File: src/rtl/wshb_sdram_arbiter.sv
// Round-robin Wishbone arbiter sharing one SDRAM slave port between N masters.
// Registered grant with combinational routing and a per-grant ack quantum.
module wshb_sdram_arbiter #(
    parameter int N       = 3,
    parameter int QUANTUM = 64,
    parameter int AW      = 32,
    parameter int DW      = 32
) (
    input  logic                sys_clk,
    input  logic                sys_rst_n,
    input  logic [N-1:0]        m_cyc,
    input  logic [N-1:0]        m_stb,
    input  logic [N-1:0]        m_we,
    input  logic [N*AW-1:0]     m_adr,
    input  logic [N*DW-1:0]     m_dat_ms,
    input  logic [N*DW/8-1:0]   m_sel,
    input  logic [3*N-1:0]      m_cti,
    input  logic [2*N-1:0]      m_bte,
    output logic [N-1:0]        m_ack,
    output logic [N-1:0]        m_err,
    output logic [N-1:0]        m_rty,
    output logic [DW-1:0]       m_dat_sm,
    output logic                s_cyc,
    output logic                s_stb,
    output logic                s_we,
    output logic [AW-1:0]       s_adr,
    output logic [DW-1:0]       s_dat_ms,
    output logic [DW/8-1:0]     s_sel,
    output logic [2:0]          s_cti,
    output logic [1:0]          s_bte,
    input  logic                s_ack,
    input  logic                s_err,
    input  logic                s_rty,
    input  logic [DW-1:0]       s_dat_sm,
    output logic [N-1:0]        grant
);

    localparam int SW = DW / 8;
    localparam int IW = (N > 1) ? $clog2(N) : 1;
    localparam int CW = $clog2(QUANTUM + 1);

    typedef enum logic {ARB, OWN} state_t;

    state_t         state, state_nx;
    logic [N-1:0]   grant_nx;
    logic [IW-1:0]  own, own_nx;
    logic [IW-1:0]  last, last_nx;
    logic [IW-1:0]  pick;
    logic [CW-1:0]  cnt, cnt_nx;
    logic           found;
    logic           others;
    logic           bound;
    logic           drop;
    logic [2:0]     own_cti;

    // first requester after the previous owner, wrapping modulo N
    always_comb begin
        pick  = '0;
        found = 1'b0;
        for (int k = 1; k <= N; k++) begin
            if (!found && m_cyc[(int'(last) + k) % N]) begin
                pick  = IW'((int'(last) + k) % N);
                found = 1'b1;
            end
        end
    end

    assign own_cti = m_cti[3*own +: 3];
    assign others  = |(m_cyc & ~grant);
    assign bound   = (own_cti == 3'b000) || (own_cti == 3'b111);

    // bursts (cti 010) are never split, even past the quantum
    assign drop = !m_cyc[own]
               || (cnt >= CW'(QUANTUM - 1) && s_ack && others && bound)
               || ((s_err || s_rty) && bound && others);

    always_comb begin
        state_nx = state;
        grant_nx = grant;
        own_nx   = own;
        last_nx  = last;
        cnt_nx   = cnt;
        case (state)
            ARB: begin
                if (found) begin
                    state_nx       = OWN;
                    own_nx         = pick;
                    grant_nx       = '0;
                    grant_nx[pick] = 1'b1;
                    cnt_nx         = '0;
                end
            end
            OWN: begin
                if (s_ack && cnt != CW'(QUANTUM))
                    cnt_nx = cnt + 1'b1;
                if (drop) begin
                    state_nx = ARB;
                    grant_nx = '0;
                    last_nx  = own;
                end
            end
            default: state_nx = ARB;
        endcase
    end

    always_ff @(posedge sys_clk) begin
        if (!sys_rst_n) begin
            state <= ARB;
            grant <= '0;
            own   <= '0;
            last  <= IW'(N - 1);
            cnt   <= '0;
        end else begin
            state <= state_nx;
            grant <= grant_nx;
            own   <= own_nx;
            last  <= last_nx;
            cnt   <= cnt_nx;
        end
    end

    always_comb begin
        s_cyc    = 1'b0;
        s_stb    = 1'b0;
        s_we     = m_we[own];
        s_adr    = m_adr[AW*own +: AW];
        s_dat_ms = m_dat_ms[DW*own +: DW];
        s_sel    = m_sel[SW*own +: SW];
        s_cti    = own_cti;
        s_bte    = m_bte[2*own +: 2];
        m_ack    = '0;
        m_err    = '0;
        m_rty    = '0;
        m_dat_sm = s_dat_sm;
        if (state == OWN) begin
            s_cyc      = m_cyc[own];
            s_stb      = m_stb[own];
            m_ack[own] = s_ack;
            m_err[own] = s_err;
            m_rty[own] = s_rty;
        end
    end

endmodule

File: config.mk
export PLATFORM = sky130hd
export DESIGN_NAME = wshb_sdram_arbiter
export DESIGN_NICKNAME = d
export VERILOG_FILES = /design/src/rtl/wshb_sdram_arbiter.sv
export SDC_FILE = /design/constraint.sdc
export NUM_CORES = 1
export LEC_CHECK = 0
export BUFFER_PORTS_ARGS = -buffer_cell sky130_fd_sc_hd__buf_2
export CAP_MARGIN = 10
export CORE_AREA = 4 4 148 150
export DETAILED_ROUTE_END_ITERATION = 6
export DIE_AREA = 0 0 152 154
export HOLD_SLACK_MARGIN = 0.02
export PLACE_DENSITY_LB_ADDON = 0.2
export SLEW_MARGIN = 20
export SYNTH_ARGS = -nofsm -noshare
export SYNTH_HDL_FRONTEND = slang
export SYNTH_SLANG_ARGS = --single-unit
File: constraint.sdc
create_clock -name sys_clk -period 4.3 [get_ports sys_clk]
set_input_delay 0.86 -clock sys_clk [delete_from_list [all_inputs] [get_ports sys_clk]]
set_output_delay 0.86 -clock sys_clk [all_outputs]
set_load 0.01 [all_outputs]
### After elaboration in Yosys (flattened, before gate mapping)

Index checks and enable logic that the tools add are counted.

| storage, ports and cells | value |
|---|---|
| flip-flop bits (word level) | 15 |
| bits of input ports | 265 |
| output and inout bits | 120 |
| word-level logic and storage cells | 99 |

| cells by class | value |
|---|---|
| add/subtract/negate cells | 4 |
| multiply operators | 1 |
| divide/modulo/power cells | 3 |
| order comparisons | 8 |
| eq/ne operators | 5 |
| shift-type cells | 5 |
| muxes and demuxes | 39 |
| bitwise operators | 6 |
| reduce and logical (&&, ||, !) cells | 23 |

Operators by type and width:

| kind | number |
|---|---|
| 96-bit by 8-bit indexed part select with 32-bit output | 2 |
| 32-bit by 4-bit < comparator with 1-bit output, second input constant | 3 |
| 32-bit by 3-bit remainder unit with 32-bit output, second input constant | 3 |
| 1-bit two-way mux | 18 |
| 3-bit two-way mux | 5 |
| 7-bit two-way mux | 2 |
| 7-bit one-hot mux with 2 select lines | 1 |
| 3-bit bitwise AND | 4 |
| 1-bit binary-select mux with 2-bit select | 6 |
| 12-bit by 5-bit indexed part select with 4-bit output | 1 |
| 1-bit logical AND | 10 |
| 9-bit by 5-bit indexed part select with 3-bit output | 1 |
| 2-bit AND reduction | 4 |
| 7-bit by 1-bit adder with 7-bit output, second input constant | 1 |
| 7-bit by 6-bit greater-or-equal comparator with 1-bit output, second input constant | 1 |
| 7-bit inequality test, second input constant | 1 |
| 2-bit by 2-bit adder with 3-bit output, second input constant | 2 |
| 2-bit by 3-bit < comparator with 1-bit output, second input constant | 2 |
| 2-bit two-way mux | 3 |
| 3-bit one-hot mux with 2 select lines | 1 |
| 6-bit by 4-bit indexed part select with 2-bit output | 1 |
| 1-bit demux with 2-bit select | 2 |
| 2-bit by 1-bit greater-or-equal comparator with 1-bit output, second input constant | 2 |
| 1-bit logical OR | 4 |
| 11 further kinds | 14 |

### Logic depth before layout (Yosys ltp)

Gate-level depths: netlist of run 1.

| logic depth | value |
|---|---|
| depth in word-level cells | 18 |
| gate-level depth with buffers | 9 |
| gate-level depth less buffers | 8 |

### Worst setup path before layout of run 1

Ideal clock, no wire load.

| path | value |
|---|---|
| kind | input-to-reg |
| start | in m_cyc[2] |
| end | reg state |
| library setup time | 0.115 ns |
| arrival | 2.239 ns |
| data required time | 4.185 ns |
| path slack | 1.946 ns |
| cell stages on the path | 7 |
| buffers on the path | 1 |
| cell sequence | buf_6 a22o_1 or3_1 and2_4 o31ai_4 o31ai_1 and2_1 |

| between the ends | value |
|---|---|
| word-level cells in the longest chain between the ends | 12 |
| elaborated cells on any way between the ends | 29 |
| classes of those cells | mux: 17; bitwise: 1; reduce/logical: 11 |

Ends and longest elaborated chain:

| item | line | RTL |
|---|---|---|
| start, declared | 11 | `input logic [N-1:0] m_cyc,` |
| 1-bit binary-select mux with 2-bit select | 61 | `if (!found && m_cyc[(int'(last) + k) % N]) begin` |
| 1-bit two-way mux (implied by the code) (2 in series) | 61 |  |
| 1-bit two-way mux | 61 |  |
| 1-bit zero test | 61 |  |
| 1-bit logical AND | 61 |  |
| 1-bit two-way mux | 61 |  |
| 1-bit zero test | 61 |  |
| 1-bit logical AND | 61 |  |
| 1-bit two-way mux | 61 |  |
| 1-bit two-way mux | 85 | `if (found) begin` |
| 1-bit one-hot mux with 2 select lines * | 83 | `case (state)` |
| end signal, assigned | 114 | `state <= state_nx;` |
| end, declared | 44 | `state_t state, state_nx;` |

Every way passes the cells marked *; elsewhere a longest branch is shown, timed or not. The select of a mux whose other input is x is not followed.
A chain may end at the register's enable or synchronous reset.

### Worst setup path in the final report of run 1

| path | value |
|---|---|
| start | reg own[0] |
| end | out s_sel[2] |

| between the ends | value |
|---|---|
| word-level cells in the longest chain between the ends | 1 |

Ends and longest elaborated chain:

| item | line | RTL |
|---|---|---|
| start, declared | 46 | `logic [IW-1:0] own, own_nx;` |
| start signal, assigned | 116 | `own <= own_nx;` |
| 12-bit by 5-bit indexed part select with 4-bit output | 128 | `s_sel = m_sel[SW*own +: SW];` |
| end, declared | 28 | `output logic [DW/8-1:0] s_sel,` |

No other way between the ends.

==> impl_metrics.json, run 1 <==
{
  "power.total_mw": 1.68,
  "required_ps": 3440,
  "multiInputGateArea_sq_um": 2200,
  "clock_path_buffers": 2,
  "drv_cap": 0,
  "skew_ps": 0.893,
  "p_sw_uw": 859,
  "final.min_clock_period_ps": 3090,
  "yosysSeqAreaShare_pct": 10.3,
  "maxSlewViolCount": 0,
  "drtIter0Drc": 185,
  "ant_nets": 0,
  "ctsRootBufferMaster": "clkbuf_16",
  "synthArstFlopShare_pct": 0,
  "die-height_microns": 154,
  "diodes": 0,
  "netlist_top_cells_area": "mux2i_1 (27%), o21ai_0 (13%), nand2_1 (11%), dfxtp_1 (10%), buf_4 (8.5%)",
  "seq_area_sq_um": 305,
  "cp-end-kind": "output port",
  "worstMarginPinSlew_ps": 866,
  "gr-usage-all-layers_pct": 12.1,
  "syn_area_sq_um": 2920,
  "synth_warnings": 0,
  "wl_per_cell_microns": 16.0,
  "critPathMaxFanout": 77,
  "pwr-share-clk_pct": 11.0,
  "grt_setup_unrepaired": "no",
  "fin_nets": 966,
  "portBuffers": 320,
  "grt_max_degree": 83,
  "p_sw_share_pct": 51.3,
  "io_pins": 385,
  "grt_pass1_vias": 3949,
  "row_count": 53,
  "netlist_instances": 433,
  "overflow": 0,
  "power.internal_uw": 817,
  "die_area_sq_um": 23400,
  "met1_usage_pct": 14.8,
  "clkSlewWorstSetupHoldPaths_ps": 50,
  "synth-seq-cells": 15,
  "timing.slew.headroom_pct": 42.3,
  "postCtsResizedCells": 0,
  "synth.most_common_cell": "nand2_1",
  "cts_max_level": 1,
  "via_per_inst": 4.08,
  "tritoncts": "done",
  "hold_class": "reg2reg",
  "leakagePower_nw": 2.17,
  "cts.sinks": 15,
  "yosys.area.top_type_share_pct": 27.4,
  "avgSynthCellArea_sq_um": 6.75,
  "yosysUniqueCellTypes": 48,
  "synth_flop_cell": "dfxtp_1",
  "status": "finished, final reports clean",
  "num_vias": 3953,
  "syn2layout_area_growth_pct": 57.3,
  "place_congestion": 0.811,
  "clk_latency_ps": 240,
  "p_per_area_nw_per_um2": 364,
  "clock.fmax_mhz": 324,
  "synth_fp_nets": 703,
  "drt-pass1-iter-count": 4,
  "numCtsBuffers": 3,
  "antenna_found_initial": 0,
  "start_util_pct": 14.1,
  "die_w_microns": 152,
  "worstPathArrival_ps": 2230,
  "yosysTopAreaCell": "mux2i_1",
  "power_frac_comb_pct": 75.7,
  "p_seq_share_pct": 13.3,
  "fillCellCount": 2386,
  "finalSetupTns_ps": 0,
  "drc": 0,
  "cts_hold_buf": 0,
  "drive_gt1_share_pct": 48.2,
  "cts_setup_buffers": 0,
  "hold_viol": 0,
  "setup_violations": 0,
  "synth_edf_count": 0,
  "wirelength_microns": 15500,
  "ir_drop_mv": 0.291,
  "start_kind": "register",
  "dp_hpwl_microns": 12700,
  "yosys-top-cells-count": "nand2_1 (89), mux2i_1 (80), o21ai_0 (76)",
  "path_class": "reg2out",
  "timing.final.crit_share_pct": 71.8,
  "gr-usage-met3_pct": 3.04,
  "grt.busiest_layer": "met2",
  "met2_usage_pct": 22.0,
  "core_sq_um": 20700,
  "grt_pass1_wl_microns": 23200
}
[power groups by stage]
| stage | clock [mW] | sequential, mW | combinational, mW |
|---|---|---|---|
| detailed placement | 0 | 0.227 | 1.30 |
| global placement | 0 | 0.227 | 1.31 |
| global route | 0.195 | 0.229 | 1.41 |
| finish | 0.184 | 0.223 | 1.27 |
| floorplan | 0 | 0.178 | 0.823 |
| CTS | 0.188 | 0.224 | 1.30 |
[area by class of cell]
type	count	area share [%]
tap	275	7.48
sequential	15	6.64
inverter	10	0.816
clock buffer	4	1.71
timing repair buffer	323	35.6
multi-input combinational	343	47.8
[path summary, 6_finish.rpt]
| kind | to | slack [ps] | cells after the start | from |
|---|---|---|---|---|
| worst max register to register | last[1] | 1500 | 7 | own[0] |
| worst max-delay path | s_sel[2] | 1210 | 5 | own[0] |
| worst min register to register | cnt[4] | 510 | 1 | cnt[4] |
| worst min-delay path | cnt[4] | 510 | 1 | cnt[4] |
[per-layer routing]
| metal | routed length (microns) | vias up |
|---|---|---|
| met4 | 78 | 0 |
| met3 | 1040 | 6 |
| li1 | - | 2015 |
| met5 | 0 | - |
| met2 | 7920 | 170 |
| met1 | 6490 | 1762 |
[sequential cells by signal (all words and copies together) (netlist names)]
register	flops
state	1
last	2
cnt	7
own	2
grant	3
[worst max-delay path, cell delays in order (launching register included)]
cell and delay (ps):
dfxtp_4 560, nor2b_4 230, buf_4 600, nand2_1 160, o21ai_0 130, buf_2 180
[through the flow]
stage,hold WS [ps],setup WS (ps),instances,instance area (sq um),utilization [%]
after detailed placement,491,1370,966,4520,21.8
final,509,1210,970,4600,22.2
after global placement,484,1370,966,4520,21.8
after global routing,527,1030,970,4600,22.2
after CTS,502,1100,970,4600,22.2
after floorplan,458,1950,433,2920,-
[kinds of logic (layout without fill, tap and decap cells)]
group           Yosys count  after routing  synth area share (%)
simple gates            141            141                  21.3
flops                    15             15                  10.3
xor+xnor                  2              2                 0.599
compound gates          115            115                  23.5
mux                      80             80                  27.4
buf+inv                  75            337                  14.9
fa+ha+maj                 5              5                  2.14
[layout by cell type (no fill, tap or decap), drive strengths merged, types with 2 or more instances in the layout]
master	count
a21o	2
a21oi	6
a31oi	5
a41o	2
and2	6
and3	3
buf	323
clkbuf	4
dfxtp	15
ha	5
inv	10
mux2i	80
nand2	90
nand2b	4
nand3	7
nand4	2
nor2	14
nor2b	5
nor3	4
o21a	3
o21ai	76
o22ai	3
o2bb2ai	3
o31ai	3
or2b	2
or3	2
(Power assumes the default switching activity.)
==> run 2, diff against run 1 <==
--- a/config.mk
+++ b/config.mk
@@ -5,11 +5,12 @@
 export SDC_FILE = /design/constraint.sdc
 export NUM_CORES = 1
 export LEC_CHECK = 0
+export ABC_AREA = 1
 export BUFFER_PORTS_ARGS = -buffer_cell sky130_fd_sc_hd__buf_2
 export CAP_MARGIN = 10
-export CORE_AREA = 4 4 148 150
+export CORE_AREA = 4 4 146 148
 export DETAILED_ROUTE_END_ITERATION = 6
-export DIE_AREA = 0 0 152 154
+export DIE_AREA = 0 0 150 152
 export HOLD_SLACK_MARGIN = 0.02
 export PLACE_DENSITY_LB_ADDON = 0.2
 export SLEW_MARGIN = 20
==> constraint.sdc (replaced) <==
create_clock -name sys_clk -period 2.6 [get_ports sys_clk]
set_input_delay 0.52 -clock sys_clk [delete_from_list [all_inputs] [get_ports sys_clk]]
set_output_delay 0.52 -clock sys_clk [all_outputs]
set_load 0.01 [all_outputs]
==> impl_metrics.json, run 2 <==
{
  "gr-usage-all-layers_pct": 13.7,
  "power_frac_comb_pct": 82.7,
  "clk_latency_ps": 250,
  "grt_pass1_vias": 4133,
  "crit_start": "own[0]",
  "start_kind": "register",
  "clock.fmax_mhz": 417,
  "yosys.area.top_type_share_pct": 35.7,
  "tritoncts": "done",
  "largest_reg_flops": 7,
  "wl_per_cell_microns": 15.9,
  "cp-end-kind": "output port",
  "timing.slew.headroom_pct": 68.4,
  "fin_nets": 1079,
  "critPathMaxFanout": 72,
  "synthArstFlopShare_pct": 0,
  "row_count": 52,
  "netlist_top_cells_area": "nand2_1 (36%), nand3_1 (17%), dfxtp_1 (11%), buf_4 (9.5%), inv_1 (3.5%)",
  "status": "finished, final reports clean",
  "power.internal_mw": 1.63,
  "cts_max_level": 1,
  "place_congestion": 0.917,
  "synth_edf_count": 0,
  "worstHoldPathCells": 1,
  "fillCellCount": 2385,
  "via_per_inst": 4.05,
  "seq_area_sq_um": 302,
  "syn_area_sq_um": 2700,
  "drv_cap": 0,
  "ctsRootBufferMaster": "clkbuf_16",
  "yosysTopAreaCell": "nand2_1",
  "synth_fp_nets": 802,
  "timing.final.crit_share_pct": 92.2,
  "crit_path_max_incr_delay_ps": 360,
  "hold_class": "reg2reg",
  "cp_cell_sequence": "inv_2 -> nand2_1 -> inv_2 -> buf_12 -> nand2_1 -> nand3_1 -> buf_2",
  "power.total_mw": 3.67,
  "reg2reg_from": "last[0]",
  "p_per_area_nw_per_um2": 818,
  "numPlacedInstances": 1074,
  "die_area_sq_um": 22800,
  "worstRegToRegCells": 10,
  "layout.cells.non_filler": 1079,
  "synth_warnings": 0,
  "netlist_instances": 532,
  "p_seq_share_pct": 9.0,
  "yosysSeqAreaShare_pct": 11.1,
  "reg_top3": "cnt (7), grant (3)",
  "core_sq_um": 20000,
  "path_buf_inv": 4,
  "hold_viol": 0,
  "maxSlewViolCount": 0,
  "r2r_setup_slack_ps": 570,
  "clock_path_buffers": 2,
  "cts.sinks": 15,
  "io_pins": 385,
  "dp_hpwl_microns": 14700,
  "synth_flop_cell": "dfxtp_1",
  "synth-seq-cells": 15,
  "clkSlewWorstSetupHoldPaths_ps": 50,
  "pwr-share-clk_pct": 8.3,
  "synth.most_common_cell": "nand2_1",
  "final_common_cell": "buf_2",
  "ant_nets": 0,
  "p_sw_mw": 2.04,
  "cts_hold_buf": 0,
  "final_cell_mix": "buf_2 (320), nand2_1 (257), nand3_1 (93)",
  "setup_violations": 0,
  "fin_util_pct": 22.4,
  "yosys-top-cells-count": "nand2_1 (257), nand3_1 (93), buf_4 (34)",
  "drc": 0,
  "drtIter0Drc": 174,
  "die_w_microns": 150,
  "ir_drop_mv": 0.295,
  "wirelength_microns": 17200,
  "numCtsBuffers": 3,
  "required_ps": 2080,
  "grt_setup_unrepaired": "no",
  "multiInputGateArea_sq_um": 1940,
  "grt_pass1_wl_microns": 24400,
  "yosysUniqueCellTypes": 31,
  "overflow": 0,
  "p_sw_share_pct": 55.6,
  "worstMarginPinSlew_ps": 474,
  "avgSynthCellArea_sq_um": 5.08,
  "worstPathArrival_ps": 1880,
  "max_flop_register": "cnt",
  "drive_gt1_share_pct": 44.3,
  "final.min_clock_period_ps": 2400,
  "cp_num_cells": 7,
  "grt_max_degree": 73,
  "drt-pass1-iter-count": 4,
  "min_from": "cnt[0]",
  "portBuffers": 320,
  "antenna_found_initial": 2,
  "path_class": "reg2out",
  "leakagePower_nw": 2.53,
  "skew_ps": 3.69,
  "crit_family": "buffers and inverters",
  "num_vias": 4366,
  "cp_slowest_cell": "dfxtp_2",
  "syn2layout_area_growth_pct": 66.2,
  "die-height_microns": 152,
  "finalSetupTns_ps": 0,
  "start_util_pct": 13.5
}
## run 2: cell types whose count changed after synthesis, sizes merged, moves of 4 or more
cell    previous run  this run
o21ai             76        13
inv               10        29
nand3              7        98
a31oi              5         1
clkbuf            19        13
mux2i             80         0
nand2b             4         0
nor2b              5         0
nand2             90       260
nor2              14        28
a21oi              6        16
and2               6         0
## run 2: cell type report
| class | count | share of cell area [%] |
|---|---|---|
| multi-input combinational | 429 | 43.2 |
| timing repair buffer | 330 | 38.2 |
| tap | 270 | 7.53 |
| sequential | 15 | 6.72 |
| inverter | 30 | 2.51 |
| clock buffer | 3 | 1.67 |
| clock inverter | 1 | 0.112 |
| antenna | 1 | 0.0558 |
## run 2: worst register-to-register path, delay by kind of cell, from the launching register on
family / cells / cell delay (ps)
adder cells (fa/ha/maj): 1 / 360
buffers and inverters: 3 / 370
AND/OR/NAND/NOR: 3 / 270
AO/OA/AOI/OAI: 3 / 570
flip-flops: 1 / 390
## run 2: through the flow
step                      cell area, sq um  hold slack [ps]  setup WS (ps)
after floorplan                       2700              454            828
after global placement                4400              476            441
after detailed placement              4400              478            400
after CTS                             4480              489            126
after global routing                  4490              518           35.1
final                                 4490              480            203
## run 2: power groups by stage
stage               clock network [mW]  logic [mW]  registers (mW)
floorplan                            0        1.80           0.313
global placement                     0        3.13           0.334
detailed placement                   0        3.10           0.335
CTS                              0.312        3.12           0.331
global route                     0.319        3.40           0.341
finish                           0.305        3.04           0.330
## run 2: timing repair
item,4_1_cts,5_1_grt
resized for setup,0,1
endpoints found under the setup margin,0,2
buffers inserted,0,0
## run 2: layer usage
metal	part of all wire, %	vias to the layer above	global-route usage, %
li1	-	2214	-
met1	41	1908	16.0
met2	45	222	23.8
met4	1.1	2	1.66
met5	0.076	-	0
met3	13	20	5.81
## run 2: final timing paths
check,to
setup / recovery,s_sel[1]
hold / removal,cnt[0]
setup reg to reg,cnt[4]
hold reg to reg,cnt[0]
## run 2: kinds of logic (layout without fill, tap and decap cells)
| kind of cell | Yosys count | after routing | share of synthesized area [%] |
|---|---|---|---|
| DFF | 15 | 15 | 11.1 |
| adders and majority gates | 5 | 5 | 2.32 |
| and+or+nand+nor | 391 | 391 | 61.9 |
| xor gates and xnor gates | 1 | 1 | 0.324 |
| AOI/OAI and AO/OA | 32 | 32 | 7.00 |
| other | 0 | 1 | 0 |
| buffers and inverters | 88 | 364 | 17.3 |
